## src/rtl/slv_chnl_fifo.sv

```systemverilog
// Slave channel FIFO: show-ahead word buffer between an initiator and a downstream arbiter.
// Optional peak-occupancy statistic enabled by defining SLV_PEAK_STAT_EN.
module slv_chnl_fifo #(
  parameter int DW    = 32,
  parameter int DEPTH = 32
) (
  input  logic                       clk,
  input  logic                       rst,
  input  logic                       en_i,
  input  logic                       valid_i,
  input  logic [DW-1:0]              data_i,
  output logic                       ready_o,
  output logic                       req_o,
  input  logic                       ack_i,
  output logic [DW-1:0]              data_o,
  output logic [$clog2(DEPTH):0]     margin_o
`ifdef SLV_PEAK_STAT_EN
  ,
  output logic [$clog2(DEPTH):0]     peak_o
`endif
);

  localparam int AW = $clog2(DEPTH);
  localparam int CW = AW + 1;
  localparam logic [CW-1:0] DEPTH_C = CW'(DEPTH);
  localparam logic [AW:0]   PTR_ONE = {{AW{1'b0}}, 1'b1};

  logic [DW-1:0] mem [DEPTH];

  // Pointers carry an extra wrap bit so full and empty are distinguishable.
  logic [AW:0]   wrPtr_q, wrPtr_d;
  logic [AW:0]   rdPtr_q, rdPtr_d;
  logic [CW-1:0] count;
  logic          full, empty, push, pop;

  assign full  = (wrPtr_q[AW-1:0] == rdPtr_q[AW-1:0]) && (wrPtr_q[AW] != rdPtr_q[AW]);
  assign empty = (wrPtr_q == rdPtr_q);
  assign count = wrPtr_q - rdPtr_q;

  assign ready_o  = en_i && !full && !rst;
  assign req_o    = en_i && !empty;
  assign push     = valid_i && ready_o;
  assign pop      = ack_i && req_o;
  assign data_o   = mem[rdPtr_q[AW-1:0]];
  assign margin_o = DEPTH_C - count;

  always_comb begin
    wrPtr_d = wrPtr_q;
    rdPtr_d = rdPtr_q;
    if (push) wrPtr_d = wrPtr_q + PTR_ONE;
    if (pop)  rdPtr_d = rdPtr_q + PTR_ONE;
  end

  always_ff @(posedge clk) begin
    if (rst) begin
      wrPtr_q <= '0;
      rdPtr_q <= '0;
    end else begin
      wrPtr_q <= wrPtr_d;
      rdPtr_q <= rdPtr_d;
    end
  end

  // Storage is deliberately not reset; stale words are hidden while req_o is low.
  always_ff @(posedge clk) begin
    if (push) mem[wrPtr_q[AW-1:0]] <= data_i;
  end

`ifdef SLV_PEAK_STAT_EN
  logic [CW-1:0] peak_q, peak_d;
  logic [CW-1:0] nextCount;

  assign nextCount = wrPtr_d - rdPtr_d;

  always_comb begin
    peak_d = peak_q;
    if (nextCount > peak_q) peak_d = nextCount;
  end

  always_ff @(posedge clk) begin
    if (rst) peak_q <= '0;
    else     peak_q <= peak_d;
  end

  assign peak_o = peak_q;
`endif

endmodule

```

## config.mk

```make
export PLATFORM = sky130hd
export DESIGN_NAME = slv_chnl_fifo
export DESIGN_NICKNAME = d
export VERILOG_FILES = /design/src/rtl/slv_chnl_fifo.sv
export SDC_FILE = /design/constraint.sdc
export NUM_CORES = 1
export LEC_CHECK = 0
export CAP_MARGIN = 20
export CORE_UTILIZATION = 60
export CTS_CLUSTER_SIZE = 16
export DETAILED_ROUTE_END_ITERATION = 16
export GPL_ROUTABILITY_DRIVEN = 0
export PLACE_DENSITY = 0.77
export SLEW_MARGIN = 20
export SYNTH_ARGS = -nofsm -noshare
export SYNTH_HDL_FRONTEND = slang
export SYNTH_SLANG_ARGS = --single-unit
```

## constraint.sdc

```tcl
create_clock -name clk -period 9.7 [get_ports clk]
set_input_delay 1.94 -clock clk [delete_from_list [all_inputs] [get_ports clk]]
set_output_delay 1.94 -clock clk [all_outputs]
set_load 0.05 [all_outputs]
```

## Yosys cells after proc, flatten, opt, wreduce, memory -nomap -nowiden

Memories as Yosys holds them, arrays and structs flattened. A register that Yosys moved wholly into a read port is not among the register bits.
Index checks and enable logic that the tools add are counted.

- Magnitude comparators: 0
- Equal/unequal tests: 3
- Reduce and logical (&&, ||, !) cells: 9
- $mul: 0
- Shifts and indexed selects: 0
- Mux-type cells: 4
- Bitwise gates (word level): 0
- Add/sub/neg operators: 4
- Div/mod/pow operators: 0

Operators with widths:

| cell | count |
|---|---|
| adder 6 x 1 -> 6 bit, second input constant | 2 |
| two-way mux 5 bit | 2 |
| equality test 6 bit | 1 |
| logical AND 1 bit | 6 |
| subtractor 6 bit | 1 |
| subtractor 6 bit, first input constant | 1 |
| equality test 5 bit | 1 |
| zero test 1 bit | 3 |
| two-way mux 1 bit | 2 |
| != test 1 bit | 1 |

- Bits of input ports: 37
- Latch bits: 0
- Bits in registers: 12
- Bits in writable memories: 1024
- Output and inout bits: 40
- Logic and storage cells: 23
- Memories: 1
- ROM bits: 0

Memories:

| memory | words | bits a word | rd ports | clocked after Yosys merged registers in | write ports | RTL line | source |
|---|---|---|---|---|---|---|---|
| mem | 32 | 32 | 1 | 1 | 1 | 28 | `logic [DW-1:0] mem [DEPTH];` |

## Logic depth before layout (Yosys ltp)

Gate-level depths: netlist of run 1.

- Depth in word-level cells: 8
- Gate-level depth with buffers: 8
- Gate-level depth less buffers: 8

## Least setup slack after synthesis of run 1

No wires, ideal clock.

- Path kind: input to output
- Start point: input port en_i
- End point: output port ready_o
- Stages: 3
- Arrival: 2.901 ns
- Required time: 7.760 ns
- Buffers on the path: 0
- Slack: 4.859 ns
- Cells stage by stage: inv_1 a31oi_1 nor2b_1

- Word-level cells in the longest chain between the ends: 2

Ends and longest elaborated chain:

| what | RTL line | source |
|---|---|---|
| from (decl) | 9 | `input logic en_i,` |
| logical AND 1 bit (2 in series) | 40 | `assign ready_o = en_i && !full && !rst;` |
| to (decl) | 12 | `output logic ready_o,` |

Every way passes these cells.

==> run_results.csv, run 1 <==
group,metric,value,unit
outcome,outcome,"completed",
drt,final_antenna_net_count,0,
synth,asyncSetResetFlopFracSynth,0,%
critical_path,worst-endpoint-required,7.76,ns
cts,post_cts_resize_count,0,
synth,synth_common_cells,"sky130_fd_sc_hd__edfxtp_1, sky130_fd_sc_hd__mux2i_1, sky130_fd_sc_hd__nand2_1",
synth,syn_inst_count,2327,
drt,initialDrtViolationCount,2908,
place,place.detailed.hpwl,49900,um
critical_path,worst-setup-path-type,"reg2out",
grt,largest_net_degree_at_the_start_of_global_routing,147,
critical_path,worst_path_largest_cell_delay,0.94,ns
synth,synthesis.nets,2379,
worst_hold_path,path_category_of_the_worst_min_delay_check,"reg2reg",
timing,final.min_clock_period,6.59,ns
cts,ctsRootBufferMaster,"sky130_fd_sc_hd__clkbuf_16",
worst_hold_path,hold-path-endpoint,"wrPtr_q[4]",
cells_and_area,drive_above_1_share,9.17,%
floorplanning,initial_core_util,60.6,%
critical_path,reg2reg_depth,8,
synth,avgSynthCellArea,17.5,um^2
critical_path,rr_endpoint,"mem[21][22]",
timing,fmaxAchievable,152,MHz
critical_path,cpMaxStageDelayCell,"sky130_fd_sc_hd__buf_4",
cts,cts_setup_buffers,0,
grt,globalRouteTotalUtil,28.3,%
synth,synth.most_common_cell,"sky130_fd_sc_hd__edfxtp_1",
synth,cell_types_occupying_the_most_area_after_synthesis,"sky130_fd_sc_hd__edfxtp_1, sky130_fd_sc_hd__mux2i_1, sky130_fd_sc_hd__a22oi_1",
drt,viasPerCell,6.48,
floorplanning,placement_rows,95,
cts,cts_hold_buf,0,
cts,number_of_buffers_inserted_during_clock_tree_synthesis,96,
power_and_ir_drop,power-per-cell-area,196,mW/mm^2
synth,synth_ff_type,"sky130_fd_sc_hd__edfxtp_1",
grt,first_global_vias,21700,
timing,rsz0062_at_grt,"no",
power_and_ir_drop,ir_worst_vdd,0.143,mV
floorplanning,die_width,262,um
critical_path,startpoint_type,"register",
timing,timing.final.max_slew_violations,0,
synth,synth_enable_flop_cells,1024,
floorplanning,ios,77,
floorplanning,die_area,0.0689,mm^2
cells_and_area,sequential_cell_area,0.0311,mm^2
critical_path,crit-reg2reg-launch,"wrPtr_q[3]",
drt,wirelength,97400,um
cells_and_area,area_growth,12.0,%
cts,clk-insertion-delay-late,0.67,ns
floorplanning,core_area,0.0672,mm^2
synth,synthDistinctLibCells,36,
timing,final.setup_skew,0.0172,ns
floorplanning,die_y,262,um
cells_and_area,num-fill-cells,4135,
synth,ys_ff_latch,1041,
cts,clock_pin_transition_on_the_worst_setup_and_hold_timing_paths,0.06,ns
timing,timing.final.hold_violations,0,
place,number_of_cells_after_detailed_placement,3195,
timing,fin_crit_sh,68.0,%
synth,area_fraction_of_the_dominant_cell_type_after_synthesis,75.5,%
cts,clock_tree_sinks,1041,
timing,setup_viol,0,
drt,detail_route.drc_violations,0,
worst_hold_path,hold_path_startpoint,"wrPtr_q[4]",
cts,cts_max_level,3,
power_and_ir_drop,p_total,8.94,mW
critical_path,critPathArrivalTime,4.65,ns
grt,antenna_violations_before_repair,5,
job,cap_viol_max_count,0,
synth,ys.warnings.count,0,
drt,drtPass1Iterations,5,
grt,grt_first_pass_wirelength,142000,um
synth,synth.yosys.seq_area_share,76.4,%
critical_path,crit_fanout,69,
synth,synthesis.area,0.0407,mm^2
timing,setup_total_negative_slack,0,ns
place,io_buffer_count,76,
cells_and_area,multi_input_comb_area,0.00916,mm^2
cells_and_area,nets,2474,
worst_hold_path,min_path_cells,2,
grt,overflow,0,
synth,post-synth-top-area-cell,"sky130_fd_sc_hd__edfxtp_1",
cts,ctsLongestPathBuffers,3,
critical_path,path_cells,"and2_4 -> buf_4 -> a22o_1 -> nor3_1 -> a31oi_1 -> nand3_1 -> clkdlybuf4s50_1",
critical_path,critical_path.endpoint_type,"output pin",
drt,vias,21900,
power_and_ir_drop,power.leakage,13.5,nW
drt,drt-wirelength-per-cell,28.9,um
timing,headroom_to_the_max_slew_limit,26.1,%
critical_path,setup.reg_to_reg.worst_slack,5.82,ns
cts,cts_tree,"yes",
timing,worst-slew-pin-transition,1.11,ns
cells_and_area,instances_no_fill,3371,
==> critical path, delay by kind of cell (launching register included) <==
| family | cells | cell delay [ns] |
|---|---|---|
| buffers and inverters | 2 | 1.71 |
| AND/OR/NAND/NOR | 3 | 1.09 |
| AO/OA/AOI/OAI | 2 | 0.63 |
| flip-flops | 1 | 0.47 |
==> per-layer routing <==
metal	wire [um]	global-route usage, %
met5	45	0
met4	3110	10.4
met3	8880	4.15
met2	47200	46.0
met1	38200	39.4
==> where the power goes <==
part / internal (mW) / switching [mW] / leakage, nW / total, mW
sequential: 4.95 / 0.00447 / 9.34 / 4.95
clock: 2.08 / 1.59 / 1.47 / 3.67
combinational: 0.0912 / 0.225 / 2.74 / 0.316
total: 7.12 / 1.82 / 13.5 / 8.94
==> cells by family (layout without fill, tap and decap cells) <==
kind of cell               after synthesis  count (layout)  synth area share, %
DFF                                   1041            1041                 76.4
muxes                                  512             512                 12.6
and+or+nand+nor                        308             308                 3.39
AOI/OAI and AO/OA                      299             299                 5.03
buffers and inverters                  137             307                 1.80
adders and majority gates               15              15                0.480
xor gates and xnor gates                15              15                0.323
other                                    0               1                    0
==> flip-flops by register name, summed over array words and instances, names as in the netlist, named ones only <==
| register | count |
|---|---|
| wrPtr_q | 6 |
| mem | 1024 |
| rdPtr_q | 6 |
==> cells in the final DEF (no fill, tap or decap), types with 2 or more instances in the layout <==
cell / count
sky130_fd_sc_hd__a21o_1: 2
sky130_fd_sc_hd__a21oi_1: 101
sky130_fd_sc_hd__a22o_1: 64
sky130_fd_sc_hd__a22oi_1: 96
sky130_fd_sc_hd__a31oi_1: 33
sky130_fd_sc_hd__and3_1: 2
sky130_fd_sc_hd__buf_12: 4
sky130_fd_sc_hd__buf_2: 7
sky130_fd_sc_hd__buf_4: 43
sky130_fd_sc_hd__buf_8: 2
sky130_fd_sc_hd__bufinv_16: 9
sky130_fd_sc_hd__clkbuf_1: 24
sky130_fd_sc_hd__clkbuf_16: 97
sky130_fd_sc_hd__clkdlybuf4s50_1: 69
sky130_fd_sc_hd__clkinv_1: 20
sky130_fd_sc_hd__clkinv_2: 12
sky130_fd_sc_hd__clkinv_8: 2
sky130_fd_sc_hd__clkinvlp_4: 5
sky130_fd_sc_hd__dfxtp_1: 16
sky130_fd_sc_hd__edfxtp_1: 1024
sky130_fd_sc_hd__ha_1: 14
sky130_fd_sc_hd__inv_1: 9
sky130_fd_sc_hd__inv_6: 3
sky130_fd_sc_hd__mux2i_1: 512
sky130_fd_sc_hd__nand2_1: 107
sky130_fd_sc_hd__nand3_1: 106
sky130_fd_sc_hd__nand4_1: 2
sky130_fd_sc_hd__nor2_1: 13
sky130_fd_sc_hd__nor2_4: 33
sky130_fd_sc_hd__nor2b_4: 2
sky130_fd_sc_hd__nor3_1: 32
sky130_fd_sc_hd__xnor2_1: 8
sky130_fd_sc_hd__xor2_1: 7
==> metrics by stage <==
step                util (%)  cell area, um^2  hold WS (ns)  worst slack (ns)
CTS                     67.9            45600         0.578              3.15
floorplan                  -            40700         0.472              4.86
global placement        63.3            42500         0.534              3.88
global route            67.9            45600         0.622              3.01
finish                  67.9            45600         0.581              3.11
detailed placement      63.3            42500         0.566              3.89
==> worst max path at each step <==
stage / slack [ns] / cells after the start / start / endpoint
6_report: 3.11 / 7 / register / data_o[22]
3_5_place_dp: 3.89 / 7 / register / data_o[22]
5_1_grt: 3.01 / 7 / register / data_o[22]
4_1_cts: 3.15 / 7 / register / data_o[22]
2_1_floorplan: 4.86 / 3 / en_i / ready_o
3_3_place_gp: 3.88 / 7 / register / data_o[22]
==> final cells by class <==
type                            instances  area share, %
Antenna cell                            1        0.00549
Clock buffer                          121           5.52
Clock inverter                         52           1.14
Inverter                                9         0.0741
Multi-Input combinational cell       1149           20.1
Sequential cell                      1041           68.2
Tap cell                              873           2.40
Timing Repair Buffer                  125           2.54
Power figures use the tool's default switching activity.
==> run 2, diff against run 1 <==
CORE_UTILIZATION = 56   (was 60)
PLACE_DENSITY = 0.76   (was 0.77)
clock period = 5.7 ns   (was 9.7 ns; I/O delays follow)
==> run 2 against run 1 <==
Compared with the run above: final cell count grew 3.6%; sequential share of layout area shrank 0.75 points; largest cell class unchanged; sequential cell count is the same; via count grew 1.8%; core utilization shrank 3.6 points.
==> run_results.csv, run 2 (synthesis gave the netlist of run 1 again) <==
group,metric,value,unit
critical_path,crit_fanout,30,
cts,clock_pin_transition_on_the_worst_setup_and_hold_timing_paths,0.06,ns
power_and_ir_drop,p_total,15.3,mW
critical_path,critical_path.endpoint_type,"output pin",
cells_and_area,nets,2515,
place,preCtsSetupSlack,1.16,ns
drt,initialDrtViolationCount,2508,
timing,fmaxAchievable,192,MHz
outcome,outcome,"completed",
timing,timing.final.hold_violations,0,
place,io_buffer_count,76,
cells_and_area,drive_above_1_share,11.1,%
grt,antenna_violations_before_repair,3,
floorplanning,die_area,0.0738,mm^2
floorplanning,initial_core_util,56.7,%
cts,cts_tree,"yes",
timing,timing.final.max_slew_violations,0,
timing,setup_viol,0,
drt,drt-wirelength-per-cell,29.0,um
job,cap_viol_max_count,0,
timing,worst-slew-pin-transition,1.17,ns
cts,clk-insertion-delay-late,0.66,ns
floorplanning,die_width,272,um
grt,grt_first_pass_wirelength,147000,um
floorplanning,core_area,0.0717,mm^2
power_and_ir_drop,power-per-cell-area,331,mW/mm^2
floorplanning,ios,77,
cells_and_area,mostFrequentLayoutCell,"sky130_fd_sc_hd__edfxtp_1",
place,number_of_cells_after_detailed_placement,3313,
drt,wirelength,101000,um
grt,overflow,0,
power_and_ir_drop,power.leakage,13.8,nW
drt,final_antenna_net_count,0,
power_and_ir_drop,ir_worst_vdd,0.293,mV
grt,globalRouteTotalUtil,27.4,%
timing,final.setup_skew,0.0269,ns
critical_path,worst-endpoint-required,4.56,ns
cts,ctsLongestPathBuffers,3,
timing,fin_crit_sh,91.5,%
cts,cts_hold_buf,0,
floorplanning,placement_rows,98,
drt,viasPerCell,6.37,
timing,post-route-worst-setup-slack,0.486,ns
cells_and_area,instances_no_fill,3491,
critical_path,worst-setup-path-type,"reg2out",
worst_hold_path,path_category_of_the_worst_min_delay_check,"reg2reg",
cts,post_cts_resize_count,0,
cts,cts_setup_buffers,0,
timing,final.min_clock_period,5.21,ns
drt,drtPass1Iterations,5,
cells_and_area,layout_common_cells,"sky130_fd_sc_hd__edfxtp_1, sky130_fd_sc_hd__mux2i_1, sky130_fd_sc_hd__nand2_1",
grt,first_global_vias,22400,
cts,clock_tree_sinks,1041,
place,place.detailed.hpwl,57700,um
grt,largest_net_degree_at_the_start_of_global_routing,71,
critical_path,critPathArrivalTime,4.07,ns
cells_and_area,num-fill-cells,4785,
cells_and_area,largest_register_ff_count,1024,
cells_and_area,area_growth,13.2,%
timing,setup_total_negative_slack,0,ns
critical_path,startpoint_type,"register",
drt,detail_route.drc_violations,0,
floorplanning,die_y,272,um
timing,headroom_to_the_max_slew_limit,21.6,%
cts,number_of_buffers_inserted_during_clock_tree_synthesis,98,
cts,ctsRootBufferMaster,"sky130_fd_sc_hd__clkbuf_16",
cts,cts_max_level,3,
drt,vias,22200,
timing,rsz0062_at_grt,"no",
[run 2: cell count changes in the layout (fill, tap and decap cells not counted), moves of 2 or more]
cell	change
sky130_fd_sc_hd__buf_4	+27
sky130_fd_sc_hd__buf_12	+13
sky130_fd_sc_hd__buf_2	+11
sky130_fd_sc_hd__clkdlybuf4s50_1	-11
sky130_fd_sc_hd__clkbuf_1	-5
sky130_fd_sc_hd__clkinv_1	+4
sky130_fd_sc_hd__clkinvlp_4	+4
sky130_fd_sc_hd__buf_8	-2
sky130_fd_sc_hd__clkbuf_16	+2
sky130_fd_sc_hd__clkinv_8	-2
sky130_fd_sc_hd__diode_2	+2
[run 2: worst paths after layout]
kind	start	end	slack (ns)	depth (start not counted)
worst min-delay path	rdPtr_q[1]	register	0.57	2
worst max-delay path	register	data_o[9]	0.49	7
worst max register to register	wrPtr_q[4]	mem[23][25]	1.69	8
worst min register to register	rdPtr_q[1]	register	0.57	2
[run 2: cell type report]
class / count / area [um^2] / area share, %
diodes: 3 / 7.51 / 0.0163
well taps: 950 / 1190 / 2.58
clock inverters: 57 / 489 / 1.06
repair buffers: 164 / 1560 / 3.39
flip-flops and latches: 1041 / 31100 / 67.5
clock buffers: 118 / 2550 / 5.53
multi-input cells: 1149 / 9160 / 19.9
inverters: 9 / 33.8 / 0.0733
[run 2: power breakdown]
| group | internal (mW) | switching [mW] |
|---|---|---|
| clock | 3.53 | 2.73 |
| sequential | 8.42 | 0.00701 |
| combinational | 0.160 | 0.417 |
[run 2: metal layers]
layer / global-route usage [%] / vias up / wire, um
met5: 0 / - / 27
met4: 11.1 / 4 / 4040
met3: 4.79 / 233 / 8790
met2: 44.5 / 1214 / 49300
met1: 37.0 / 11300 / 39100
li1: - / 9482 / -
[run 2: worst max-delay path, cell delays in order (launching register included)]
cell and delay (ns):
sky130_fd_sc_hd__dfxtp_4 0.71, sky130_fd_sc_hd__buf_4 0.43, sky130_fd_sc_hd__mux2i_1 0.29, sky130_fd_sc_hd__a22o_1 0.18
sky130_fd_sc_hd__nor3_1 0.07, sky130_fd_sc_hd__a31oi_1 0.47, sky130_fd_sc_hd__nand3_1 0.42, sky130_fd_sc_hd__clkdlybuf4s50_1 0.82
[run 2: through the flow]
step	hold WS (ns)	instance area, um^2	utilization (%)
final	0.566	46100	64.2
after global routing	0.604	46100	64.2
after CTS	0.583	46200	64.3
after detailed placement	0.567	43100	60.1
after global placement	0.554	43100	60.0
after floorplan	0.472	40700	-
